--- src/rtl/score_readout_if.sv ---
// rtl/score_readout_if.sv - read port of the 32-entry score RAM
interface score_readout_if #(
  parameter int ADDR_W = 5
);
  logic [ADDR_W-1:0] mem_address;
  logic              mem_rden;
  logic [7:0]        mem_q;

  modport master (output mem_address, output mem_rden, input mem_q);
  modport slave  (input mem_address, input mem_rden, output mem_q);
endinterface

--- src/rtl/score_readout.sv ---
// rtl/score_readout.sv - sweeps the score RAM, finds high score/address/played count, converts to BCD
module score_readout #(
  parameter int NUM_ENTRIES = 32,
  parameter int ADDR_W      = 5
) (
  input  logic              clk,
  input  logic              Reset,
  input  logic              start,
  score_readout_if.master   mem,
  output logic              busy,
  output logic              done,
  output logic              result_valid,
  output logic [7:0]        high_score,
  output logic [ADDR_W-1:0] high_addr,
  output logic [5:0]        played_count,
  output logic [3:0]        bcd_hundreds,
  output logic [3:0]        bcd_tens,
  output logic [3:0]        bcd_ones
);

  typedef enum logic [2:0] {IDLE, SCAN, DRAIN, LOAD, CONVERT, DONE} state_t;

  state_t            state;
  state_t            state_next;
  logic              last_addr;
  logic              cap_valid;
  logic [ADDR_W-1:0] cap_addr;
  logic [19:0]       dd;
  logic [19:0]       dd_adj;
  logic [19:0]       dd_next;
  logic [2:0]        iter;

  assign last_addr = (mem.mem_address == ADDR_W'(NUM_ENTRIES - 1));

  always_ff @(posedge clk) begin
    if (Reset) state <= IDLE;
    else       state <= state_next;
  end

  always_comb begin
    state_next = state;
    case (state)
      IDLE:    if (start) state_next = SCAN;
      SCAN:    if (last_addr) state_next = DRAIN;
      DRAIN:   state_next = LOAD;
      LOAD:    state_next = CONVERT;
      CONVERT: if (iter == 3'd7) state_next = DONE;
      DONE:    state_next = IDLE;
      default: state_next = IDLE;
    endcase
  end

  always_comb begin
    busy = (state != IDLE);
    done = (state == DONE);
  end

  // One double-dabble step: correct each BCD nibble, then shift.
  always_comb begin
    dd_adj = dd;
    if (dd_adj[19:16] >= 4'd5) dd_adj[19:16] = dd_adj[19:16] + 4'd3;
    if (dd_adj[15:12] >= 4'd5) dd_adj[15:12] = dd_adj[15:12] + 4'd3;
    if (dd_adj[11:8]  >= 4'd5) dd_adj[11:8]  = dd_adj[11:8]  + 4'd3;
    dd_next = {dd_adj[18:0], 1'b0};
  end

  always_ff @(posedge clk) begin
    if (Reset) begin
      mem.mem_address <= '0;
      mem.mem_rden    <= 1'b0;
      cap_valid       <= 1'b0;
      cap_addr        <= '0;
      high_score      <= '0;
      high_addr       <= '0;
      played_count    <= '0;
      result_valid    <= 1'b0;
      bcd_hundreds    <= '0;
      bcd_tens        <= '0;
      bcd_ones        <= '0;
      dd              <= '0;
      iter            <= '0;
    end else begin
      // mem_q arrives one cycle after its address; tag it with the delayed valid/address.
      cap_valid <= mem.mem_rden;
      cap_addr  <= mem.mem_address;
      if (cap_valid) begin
        if (mem.mem_q != 8'd0) played_count <= played_count + 6'd1;
        if (mem.mem_q > high_score) begin
          high_score <= mem.mem_q;
          high_addr  <= cap_addr;
        end
      end

      case (state)
        IDLE: begin
          if (start) begin
            mem.mem_address <= '0;
            mem.mem_rden    <= 1'b1;
            high_score      <= '0;
            high_addr       <= '0;
            played_count    <= '0;
            result_valid    <= 1'b0;
            bcd_hundreds    <= '0;
            bcd_tens        <= '0;
            bcd_ones        <= '0;
          end
        end
        SCAN: begin
          if (last_addr) begin
            mem.mem_rden    <= 1'b0;
            mem.mem_address <= '0;
          end else begin
            mem.mem_address <= mem.mem_address + 1'b1;
          end
        end
        LOAD: begin
          dd   <= {12'b0, high_score};
          iter <= '0;
        end
        CONVERT: begin
          dd   <= dd_next;
          iter <= iter + 3'd1;
          if (iter == 3'd7) begin
            bcd_hundreds <= dd_next[19:16];
            bcd_tens     <= dd_next[15:12];
            bcd_ones     <= dd_next[11:8];
            result_valid <= 1'b1;
          end
        end
        default: ;
      endcase
    end
  end

endmodule

--- src/flat_wrapper.sv ---
// flat-port wrapper written by rule: the top's interface ports become plain ports
module score_readout_flat 
#(
  parameter int NUM_ENTRIES = 32,
  parameter int ADDR_W      = 5
)
  (clk, Reset, start, busy, done, result_valid, high_score, high_addr, played_count, bcd_hundreds, bcd_tens, bcd_ones, mem_mem_address, mem_mem_rden, mem_mem_q);
  score_readout_if #(.ADDR_W(ADDR_W)) mem_i ();
  input  logic clk;
  input  logic Reset;
  input  logic start;
  output logic busy;
  output logic done;
  output logic result_valid;
  output logic [7:0] high_score;
  output logic [ADDR_W-1:0] high_addr;
  output logic [5:0] played_count;
  output logic [3:0] bcd_hundreds;
  output logic [3:0] bcd_tens;
  output logic [3:0] bcd_ones;
  output wire logic [$bits(mem_i.mem_address)-1:0] mem_mem_address;
  output wire logic [$bits(mem_i.mem_rden)-1:0] mem_mem_rden;
  input wire logic [$bits(mem_i.mem_q)-1:0] mem_mem_q;
  assign mem_mem_address = mem_i.mem_address;
  assign mem_mem_rden = mem_i.mem_rden;
  assign mem_i.mem_q = mem_mem_q;
  score_readout #(.NUM_ENTRIES(NUM_ENTRIES), .ADDR_W(ADDR_W)) u_core (.clk(clk), .Reset(Reset), .start(start), .mem(mem_i), .busy(busy), .done(done), .result_valid(result_valid), .high_score(high_score), .high_addr(high_addr), .played_count(played_count), .bcd_hundreds(bcd_hundreds), .bcd_tens(bcd_tens), .bcd_ones(bcd_ones));
endmodule
--- config.mk ---
export PLATFORM = sky130hd
export DESIGN_NAME = score_readout_flat
export DESIGN_NICKNAME = d
export VERILOG_FILES = /design/src/rtl/score_readout_if.sv /design/src/rtl/score_readout.sv /design/src/flat_wrapper.sv
export SDC_FILE = /design/constraint.sdc
export NUM_CORES = 1
export LEC_CHECK = 0
export ABC_AREA = 1
export BUFFER_PORTS_ARGS = -buffer_cell sky130_fd_sc_hd__buf_2
export CORE_ASPECT_RATIO = 1.4
export CORE_MARGIN = 1.5
export CORE_UTILIZATION = 55
export CTS_BUF_LIST = sky130_fd_sc_hd__clkbuf_4 sky130_fd_sc_hd__clkbuf_8
export DETAILED_ROUTE_END_ITERATION = 6
export PLACE_DENSITY = 0.77
export SLEW_MARGIN = 25
export SYNTH_ARGS = -nofsm -noshare
export SYNTH_HDL_FRONTEND = slang
export SYNTH_SLANG_ARGS = --single-unit
--- constraint.sdc ---
create_clock -name clk -period 1.9 [get_ports clk]
set_input_delay 0 -clock clk [delete_from_list [all_inputs] [get_ports clk]]
set_output_delay 0 -clock clk [all_outputs]
set_load 0.03 [all_outputs]
==> run metrics, run 1 <==
status finished clean; area grow syn2layout 14.2%; final setup fails 0; post-route clock period utilization between 80% and 90%; Worst Reg-to-Reg Cells 11; die width 69.7 um; total power draw 3.38 mW; detailed-route via count approximately 3000; R2R Setup Slk 0.24 ns; CP endpoint kind flip-flop; Synth Flop Type dfxtp_1; clock slew at reported path FFs approximately 0.070 ns; Worst VDD drop ~0.00062 V; CTS tree done; type of the worst min-delay path input pin to flip-flop; number of vias per cell just over 5; HPWL Detailed ~4800 um; CP required between 2 and 2.5 ns; synth warn 0; antenna violations before repair 0; clock sinks 70; fraction of layout cells with a size suffix above 1 a little under a fifth; Hold Path End u_core.mem.mem_rden; Int Power between 2 and 2.5 mW; die area 6720 um^2; combinational share of power 20.6%; GP Congestion around 0.82; final hold vios 0; crit start category flip-flop; Iter 0 DRT Violations roughly 120; core area 5950 um^2; sequential-to-total area share from yosys stat roughly two fifths; Worst Tran Pin Value between 0.4 and 0.5 ns; WL/cell ~11 um; most frequent cells in the layout nand2_1 (101), dfxtp_1 (70), nor2_1 (55); n_diodes 0; Fill cells 520; switching share of power between 30 and 40%; Hold Path Stages 3; Slew Limit Fails 0; Final TNS setup 0 ns; clock share of power between 30% and 40%; R2R Path Start u_core.high_score[6]; slew margin rel. 69.4%; Max Cap Violations 0; worst r2r dst u_core.high_addr[0]; Clock Latency Late Sink roughly 0.34 ns; Avg Cell Area, Syn 7.36 um^2; sw power roughly 1.0 mW; Seq pwr share between 40% and 50%; GR Overflow Total 0; worst hold path startpoint start; IO Count 51; largest net degree at the start of global routing 40; total global-route track usage between 20% and 30%; post-CTS sizing 0; PortBufs 50; Post-synth EDFFs 0; Tmin final around 1.7 ns; crit path DAT a little under 2 ns; drt total wl between 6000 and 7000 um; Fmax approximately 600 MHz; power density over the cells around 860 nW/um^2; Clock Tree Buf Depth 2; Starting Density approximately 58%; post-synthesis instance area 3430 um^2; TritonRoute pass-1 iters 4; Static Leakage approximately 1.8 nW; clk_skew around 0.0059 ns; ys async rst share 0%; RSZ-0062 raised after global routing no; # H-tree levels 3; Inserted Clock Buffers 9; Die Y-Extent 96.4 um; post-synthesis cell type count 36; DRC 0; Placement Rows 33; synthesized netlist cell count between 400 and 500; net count of the mapped netlist approximately 500; first-pass GRT wire length about 11000 um; Max FO, Critical Path 11; register bit total from synthesis 70; Root Buffer clkbuf_8; commonest non-fill, non-tap cell in the layout nand2_1; crit path kind flip-flop to flip-flop; post-route ant nets 0; CTS Hold Bufs 3; number of global-route vias before repair about 2700; final net count between 500 and 600; Post-CTS Setup Bufs 0
## flip-flops by register name, indices dropped and copies added (netlist names)
register	flops
u_core.cap_addr	5
u_core.mem.mem_address	5
u_core.mem.mem_rden	1
u_core.bcd_ones	4
u_core.high_score	8
u_core.cap_valid	1
u_core.result_valid	1
u_core.bcd_hundreds	4
u_core.played_count	6
u_core.bcd_tens	4
u_core.high_addr	5
u_core.state	3
u_core.iter	3
u_core.dd	20
## stage by stage
stage          hold slack (ns)  instances  area, um^2  setup WS, ns  util, %
6_report               0.00434        594        3920         0.245     65.9
5_1_grt                 0.0288        594        3920        0.0809     65.9
4_1_cts                0.00243        594        3920         0.239     65.9
3_5_place_dp             0.353        576        3710         0.265     62.4
3_3_place_gp             0.337        576        3710         0.319     62.4
2_1_floorplan           0.0832        466        3430         0.130        -
## power groups by stage
stage / sequential [mW] / combinational, mW / clock [mW]
detailed placement: 1.63 / 0.695 / 0
global route: 1.61 / 0.776 / 1.17
finish: 1.60 / 0.696 / 1.09
floorplan: 1.76 / 0.427 / 0
CTS: 1.60 / 0.703 / 1.11
global placement: 1.63 / 0.684 / 0
## layer usage
layer	up-vias	part of all wire, %	wire, um	track usage, %
met5	-	0	0	0
met4	0	1.4	95	9.62
met3	10	4.9	331	4.25
met2	63	50	3360	38.5
met1	1334	44	2930	23.4
li1	1590	-	-	-
## how the worst max path moves through the flow
stage | from | end | slack (ns) | cells after the start
final | u_core.high_score[6] | u_core.high_addr[0] | 0.24 | 11
after global routing | u_core.high_score[7] | u_core.high_addr[0] | 0.08 | 11
after CTS | u_core.high_score[7] | u_core.high_addr[0] | 0.24 | 11
after detailed placement | u_core.high_score[7] | u_core.high_addr[0] | 0.27 | 11
after global placement | u_core.high_score[7] | u_core.high_score[3] | 0.32 | 10
after floorplan | u_core.high_score[7] | u_core.high_score[6] | 0.13 | 10
## area by class of cell
class | instances | area (um^2) | share of cell area [%]
Sequential cell | 70 | 1400 | 35.8
Multi-Input combinational cell | 317 | 1680 | 43.0
Clock buffer | 14 | 174 | 4.44
Clock inverter | 1 | 5.00 | 0.128
Timing Repair Buffer | 59 | 325 | 8.31
Inverter | 63 | 240 | 6.13
Tap cell | 70 | 87.6 | 2.24
## kinds of logic (layout without fill, tap and decap cells)
logic type	after synthesis	in the layout	share of synthesized area [%]
simple gates	199	199	26.3
compound gates	96	96	15.1
buf+inv	79	137	10.1
flops	70	70	40.9
fa+ha+maj	19	19	6.93
xor+xnor	3	3	0.766
## worst max-delay path, cell delays in order (launching register included)
cell and delay [ns]:
dfxtp_1 0.39, inv_1 0.06, ha_1 0.27, nand2_1 0.07, nor2_1 0.17, nand2_1 0.08, nand2_1 0.08, buf_4 0.17
nand2_1 0.08, nand2_1 0.07, nand2_1 0.04, nor2_1 0.10
## Yosys cell counts (2+ instances only)
cell	count	area, um^2
nand2_1	101	379
dfxtp_1	70	1400
nor2_1	55	206
inv_1	54	203
a21oi_1	50	250
o21ai_0	30	150
ha_1	19	238
nand3b_1	11	82.6
nand3_1	10	50.1
buf_2	9	45.0
inv_2	7	26.3
a21oi_2	4	35.0
nand2_2	4	25.0
nor2_2	4	25.0
nor3_1	4	20.0
o21ai_1	4	20.0
nand4_1	3	18.8
xor2_1	3	26.3
buf_4	2	15.0
buf_6	2	22.5
nand2_4	2	22.5
nor2_8	2	40.0
o21a_1	2	15.0
o22ai_1	2	12.5
Note: power is estimated with default switching activity, not from simulation.
==> run 2, diff against run 1 <==
- CTS_BUF_LIST: sky130_fd_sc_hd__clkbuf_4 sky130_fd_sc_hd__clkbuf_8 -> sky130_fd_sc_hd__clkbuf_8
- CTS_CLUSTER_SIZE: not set -> 30
==> run 2 against run 1 <==
- sequential share of layout area grew 0.10 points
- die area is the same
- largest cell class unchanged
- via count is essentially flat
- critical path type unchanged
- power shrank 1.8%
==> run metrics, run 2 (synthesis results as in run 1) <==
CP endpoint kind flip-flop (unchanged); n_diodes 0 (unchanged); Worst VDD drop 0.000615 V (was 0.000624 V); Fmax 599 MHz (was 604 MHz); post-route clock period utilization 87.9% (was 87.1%); Root Buffer clkbuf_8 (unchanged); Hold WS 0.00573 ns (was 0.00434 ns); power density over the cells 851 nW/um^2 (was 864 nW/um^2); Worst path slowest cell dfxtp_1 (unchanged); Tmin final 1.67 ns (was 1.66 ns); core area 5950 um^2 (unchanged); crit path kind flip-flop to flip-flop (unchanged); clock slew at reported path FFs 0.07 ns (about the same); fraction of layout cells with a size suffix above 1 18.3% (was 18.9%); type of the worst min-delay path input pin to flip-flop (unchanged); antenna violations before repair 0 (unchanged); crit start category flip-flop (unchanged); die width 69.7 um (unchanged); CP required 2.18 ns (about the same); Slew Limit Fails 0 (unchanged); HPWL Detailed 4760 um (unchanged); Critical Path Stages 11 (unchanged); Clock Latency Late Sink 0.34 ns (about the same); Finished Core Util 65.7% (was 65.9%); DRC 0 (unchanged); PortBufs 50 (unchanged); drt total wl 6760 um (was 6720 um); Critical Path Max Stage Delay 0.39 ns (about the same); Worst Tran Pin Value 0.456 ns (about the same); WP buf/inv 2 (unchanged); number of vias per cell 5.05 (about the same); critical path's top delay family simple AND/OR/NAND/NOR gates (unchanged); largest net degree at the start of global routing 40 (unchanged); final hold vios 0 (unchanged); Clock Tree Buf Depth 2 (unchanged); Critical Path, Cell by Cell inv_1 > ha_1 > nand2_1 > nor2_1 > nand2_1 > nand2_1 > buf_4 > nand2_1 > nand2_1 > nand2_1 > nor2_1 (unchanged); detailed-route via count 2999 (was 2997); die area 6720 um^2 (unchanged); # H-tree levels 3 (unchanged); DP Area 3710 um^2 (unchanged); GP Congestion 0.823 (unchanged); Starting Density 57.7% (unchanged); slew margin rel. 69.4% (about the same); final setup fails 0 (unchanged); TritonRoute pass-1 iters 4 (unchanged); post-CTS sizing 0 (unchanged); clock sinks 70 (unchanged); final net count 550 (unchanged); post-route ant nets 0 (unchanged); area grow syn2layout 13.9% (was 14.2%); Final TNS setup 0 ns (unchanged); first-pass GRT wire length 11200 um (was 11300 um); GR Overflow Total 0 (unchanged); Max FO, Critical Path 11 (unchanged); CTS tree done (unchanged); Worst Reg-to-Reg Cells 11 (unchanged); Most common cell on crit path nand2_1 (unchanged); most frequent cells in the layout nand2_1 (101), dfxtp_1 (70), inv_1 (57) (was nand2_1 (101), dfxtp_1 (70), nor2_1 (55)); Post-CTS Setup Bufs 0 (unchanged); WL/cell 11.4 um (was 11.3 um); total power draw 3.32 mW (was 3.38 mW); CTS Hold Bufs 3 (unchanged); Hold Path Stages 3 (unchanged); Top reg by flops u_core.dd (unchanged); Placement Rows 33 (unchanged); status finished clean (unchanged); Max Cap Violations 0 (unchanged); IO Count 51 (unchanged); Final Cell Area 3910 um^2 (was 3920 um^2); Iter 0 DRT Violations 102 (was 122); Static Leakage 1.81 nW (was 1.80 nW); number of global-route vias before repair 2638 (was 2659); clk_skew 0.00663 ns (was 0.00593 ns); crit path DAT 1.95 ns (was 1.93 ns); total global-route track usage 20.9% (about the same); RSZ-0062 raised after global routing no (unchanged); Inserted Clock Buffers 9 (unchanged); largest registers u_core.dd (20), u_core.high_score (8), u_core.played_count (6) (unchanged); commonest non-fill, non-tap cell in the layout nand2_1 (unchanged); max reg flops 20 (unchanged); Die Y-Extent 96.4 um (unchanged)
run 2: changes by cell type in the layout (fill, tap and decap cells not counted):
| cell | previous run | this run |
|---|---|---|
| clkbuf_4 | 3 | 0 |
| inv_1 | 54 | 57 |
run 2: tightest hold or removal path, cell delays in order:
cell,delay (ns)
buf_2,0.11
nand2_1,0.09
o21ai_0,0.08
run 2: layer usage:
metal	vias to the layer above	track usage, %	share of wire [%]
li1	1591	-	-
met1	1341	23.4	44
met2	56	38.6	50
met3	11	4.46	4.3
met4	0	8.81	1.4
met5	-	0	0
run 2: layout make-up:
cell class                      instances  area (um^2)
Timing Repair Buffer                   59          325
Clock inverter                          4         16.3
Fill cell                             525         2040
Inverter                               63          240
Tap cell                               70         87.6
Clock buffer                           11          151
Sequential cell                        70         1400
Multi-Input combinational cell        317         1680
run 2: final timing paths:
path / startpoint / endpoint / slack, ns
worst max-delay path: u_core.high_score[6] / u_core.high_addr[0] / 0.23
worst max register to register: u_core.high_score[6] / u_core.high_addr[0] / 0.23
worst min register to register: u_core.mem.mem_rden / u_core.cap_valid / 0.45
worst min-delay path: start / u_core.mem.mem_rden / 0.006
run 2: power by group:
group / total, mW / internal, mW / switching (mW)
Sequential: 1.60 / 1.55 / 0.0508
Combinational: 0.697 / 0.217 / 0.480
Clock: 1.03 / 0.521 / 0.504
Total: 3.32 / 2.29 / 1.03
run 2: through the flow:
step | cells | worst slack [ns]
finish | 594 | 0.230
global route | 594 | 0.0808
CTS | 594 | 0.239
detailed placement | 576 | 0.265
global placement | 576 | 0.319
floorplan | 466 | 0.130
==> run 3, diff against run 2 <==
- CORE_UTILIZATION: 55 -> 34
- PLACE_DENSITY: 0.77 -> not set
==> run 3 against run 2 <==
- sequential share of layout area decreased by 0.93 points
- largest power group unchanged
- fmax increased by 1.5%
- power increased by 1.5%
- critical endpoint unchanged
- cell area increased by 2.7%
- global-route usage decreased by 6.1 points
- clock power about the same
- utilization decreased by 25 points
- critical path depth unchanged
- hold slack improved by 0.010 ns
==> run metrics, run 3 (synthesis results as in run 1) <==
Inserted Clock Buffers 9 (unchanged); Worst VDD drop 0.000413 V (was 0.000615 V); critical path's top delay family simple AND/OR/NAND/NOR gates (unchanged); worst r2r dst u_core.high_addr[0] (unchanged); die width 87.9 um (was 69.7 um); core area 9850 um^2 (was 5950 um^2); first-pass GRT wire length 12300 um (was 11200 um); number of global-route vias before repair 2852 (was 2638); sw power 1.11 mW (was 1.03 mW); area grow syn2layout 16.9% (was 13.9%); R2R Setup Slk 0.25 ns (was 0.23 ns); Iter 0 DRT Violations 122 (was 102); PortBufs 50 (unchanged); antenna violations before repair 0 (unchanged); power density over the cells 842 nW/um^2 (was 851 nW/um^2); Placement Rows 43 (was 33); clk_skew 0.0104 ns (was 0.00663 ns); Top reg by flops u_core.dd (unchanged); Hold WS 0.0161 ns (was 0.00573 ns); Die Y-Extent 122 um (was 96.4 um); n_diodes 0 (unchanged); fraction of layout cells with a size suffix above 1 18.5% (was 18.3%); Post-CTS Setup Bufs 0 (unchanged); Worst Tran Pin Value 0.421 ns (was 0.456 ns); Slew Limit Fails 0 (unchanged); type of the worst min-delay path input pin to flip-flop (unchanged); most frequent cells in the layout nand2_1 (101), dfxtp_1 (70), inv_1 (55), nor2_1 (55) (was nand2_1 (101), dfxtp_1 (70), inv_1 (57)); worst hold path startpoint mem_mem_q[0] (was start); post-route ant nets 0 (unchanged); Seq pwr share 47.5% (was 48.2%); Hold Path End u_core.high_score[0] (was u_core.mem.mem_rden); DRC 0 (unchanged); GR Overflow Total 0 (unchanged); IO Count 51 (unchanged); switching share of power 32.8% (was 31.1%); Final TNS setup 0 ns (unchanged); Worst path slowest cell dfxtp_1 (unchanged); crit path DAT 1.94 ns (was 1.95 ns); clock share of power 31.4% (was 30.9%); Final Cell Area 4010 um^2 (was 3910 um^2); RSZ-0062 raised after global routing no (unchanged); drt total wl 7450 um (was 6760 um); die area 10700 um^2 (was 6720 um^2); crit start category flip-flop (unchanged); crit path kind flip-flop to flip-flop (unchanged); CTS tree done (unchanged); max reg flops 20 (unchanged); Worst Setup SP u_core.high_score[7] (was u_core.high_score[6]); Most common cell on crit path nand2_1 (unchanged); Int Power 2.27 mW (was 2.29 mW); post-route clock period utilization 86.6% (was 87.9%); R2R Path Start u_core.high_score[7] (was u_core.high_score[6]); commonest non-fill, non-tap cell in the layout nand2_1 (unchanged); Critical Path, Cell by Cell inv_1 > ha_1 > nand2_1 > nor2_1 > nand2_1 > nand2_1 > buf_12 > nand2_1 > nand2_1 > nand2_1 > nor2_1 (was inv_1 > ha_1 > nand2_1 > nor2_1 > nand2_1 > nand2_1 > buf_4 > nand2_1 > nand2_1 > nand2_1 > nor2_1); clock slew at reported path FFs 0.07 ns (about the same); DP Area 3790 um^2 (was 3710 um^2); CP endpoint kind flip-flop (unchanged); Tmin final 1.65 ns (was 1.67 ns); Max FO, Critical Path 25 (was 11); Max Cap Violations 0 (unchanged); detailed-route via count 3069 (was 2999); GP Congestion 0.797 (was 0.823); Setup Slack @ Placement 0.278 ns (was 0.265 ns); final net count 551 (was 550); Fmax 608 MHz (was 599 MHz); WP buf/inv 2 (unchanged); largest registers u_core.dd (20), u_core.high_score (8), u_core.played_count (6) (unchanged); WL/cell 11.3 um (was 11.4 um); TritonRoute pass-1 iters 4 (unchanged); Static Leakage 1.81 nW (about the same); combinational share of power 21.2% (was 21.0%); Hold Path Stages 5 (was 3); status finished clean (unchanged); # H-tree levels 3 (unchanged); Clock Tree Buf Depth 2 (unchanged); total global-route track usage 14.8% (was 20.9%); final setup fails 0 (unchanged); final critical-path setup slack 0.254 ns (was 0.230 ns); Clock Latency Late Sink 0.36 ns (was 0.34 ns); Critical Path Max Stage Delay 0.39 ns (about the same); slew margin rel. 71.9% (was 69.4%); CP required 2.19 ns (was 2.18 ns); Starting Density 34.8% (was 57.7%); HPWL Detailed 5270 um (was 4760 um); Worst Reg-to-Reg Cells 11 (unchanged); Root Buffer clkbuf_8 (unchanged); total power draw 3.37 mW (was 3.32 mW); number of vias per cell 4.65 (was 5.05); final hold vios 0 (unchanged); largest net degree at the start of global routing 40 (unchanged); clock sinks 70 (unchanged)
[run 3: cell types whose count changed in the layout (fill, tap and decap cells not counted)]
cell and change:
dlygate4sd3_1 +2, inv_1 -2, buf_4 -2, clkbuf_8 -1, buf_12 +1, clkinv_2 +2, clkinv_4 +1
[run 3: cell type report]
type	instances	area, um^2
clock buffers	10	138
clock inverters	5	27.5
fillers	1025	5840
inverters	63	240
multi-input cells	317	1680
flip-flops and latches	70	1400
well taps	135	169
repair buffers	60	350
[run 3: worst register-to-register path: stages (launching register included)]
cell and delay [ns]:
dfxtp_1 0.39, inv_1 0.06, ha_1 0.29, nand2_1 0.07, nor2_1 0.16, nand2_1 0.07
nand2_1 0.11, buf_12 0.17, nand2_1 0.08, nand2_1 0.06, nand2_1 0.04, nor2_1 0.08
[run 3: repair_timing]
item                      CTS  global route
hold buffers                5             0
hold endpoints to repair    5             0
resized for setup           0             0
[run 3: power by group through the flow]
stage | Sequential (mW) | Clock, mW | Combinational, mW
floorplan | 1.76 | 0 | 0.427
global placement | 1.63 | 0 | 0.703
detailed placement | 1.64 | 0 | 0.712
CTS | 1.60 | 1.10 | 0.723
global route | 1.61 | 1.14 | 0.800
finish | 1.60 | 1.06 | 0.714
[run 3: stage by stage]
| stage | utilization, % | cells |
|---|---|---|
| 6_report | 40.7 | 660 |
| 5_1_grt | 40.7 | 660 |
| 4_1_cts | 40.7 | 660 |
| 3_5_place_dp | 38.5 | 640 |
| 3_3_place_gp | 38.5 | 640 |
| 2_1_floorplan | - | 466 |
[run 3: worst max-delay path by stage]
stage,to,depth (start not counted)
after floorplan,u_core.high_score[6],10
after detailed placement,u_core.high_addr[0],11
after CTS,u_core.high_addr[0],11
after global routing,u_core.high_addr[0],10
after global placement,u_core.high_addr[0],10
final,u_core.high_addr[0],11
[run 3: per-layer routing]
metal | up-vias | track usage (%) | wire, um
met5 | - | 0 | 0
met4 | 0 | 8.93 | 201
met3 | 15 | 3.25 | 279
met2 | 56 | 25.3 | 3710
met1 | 1403 | 16.4 | 3260
li1 | 1595 | - | -
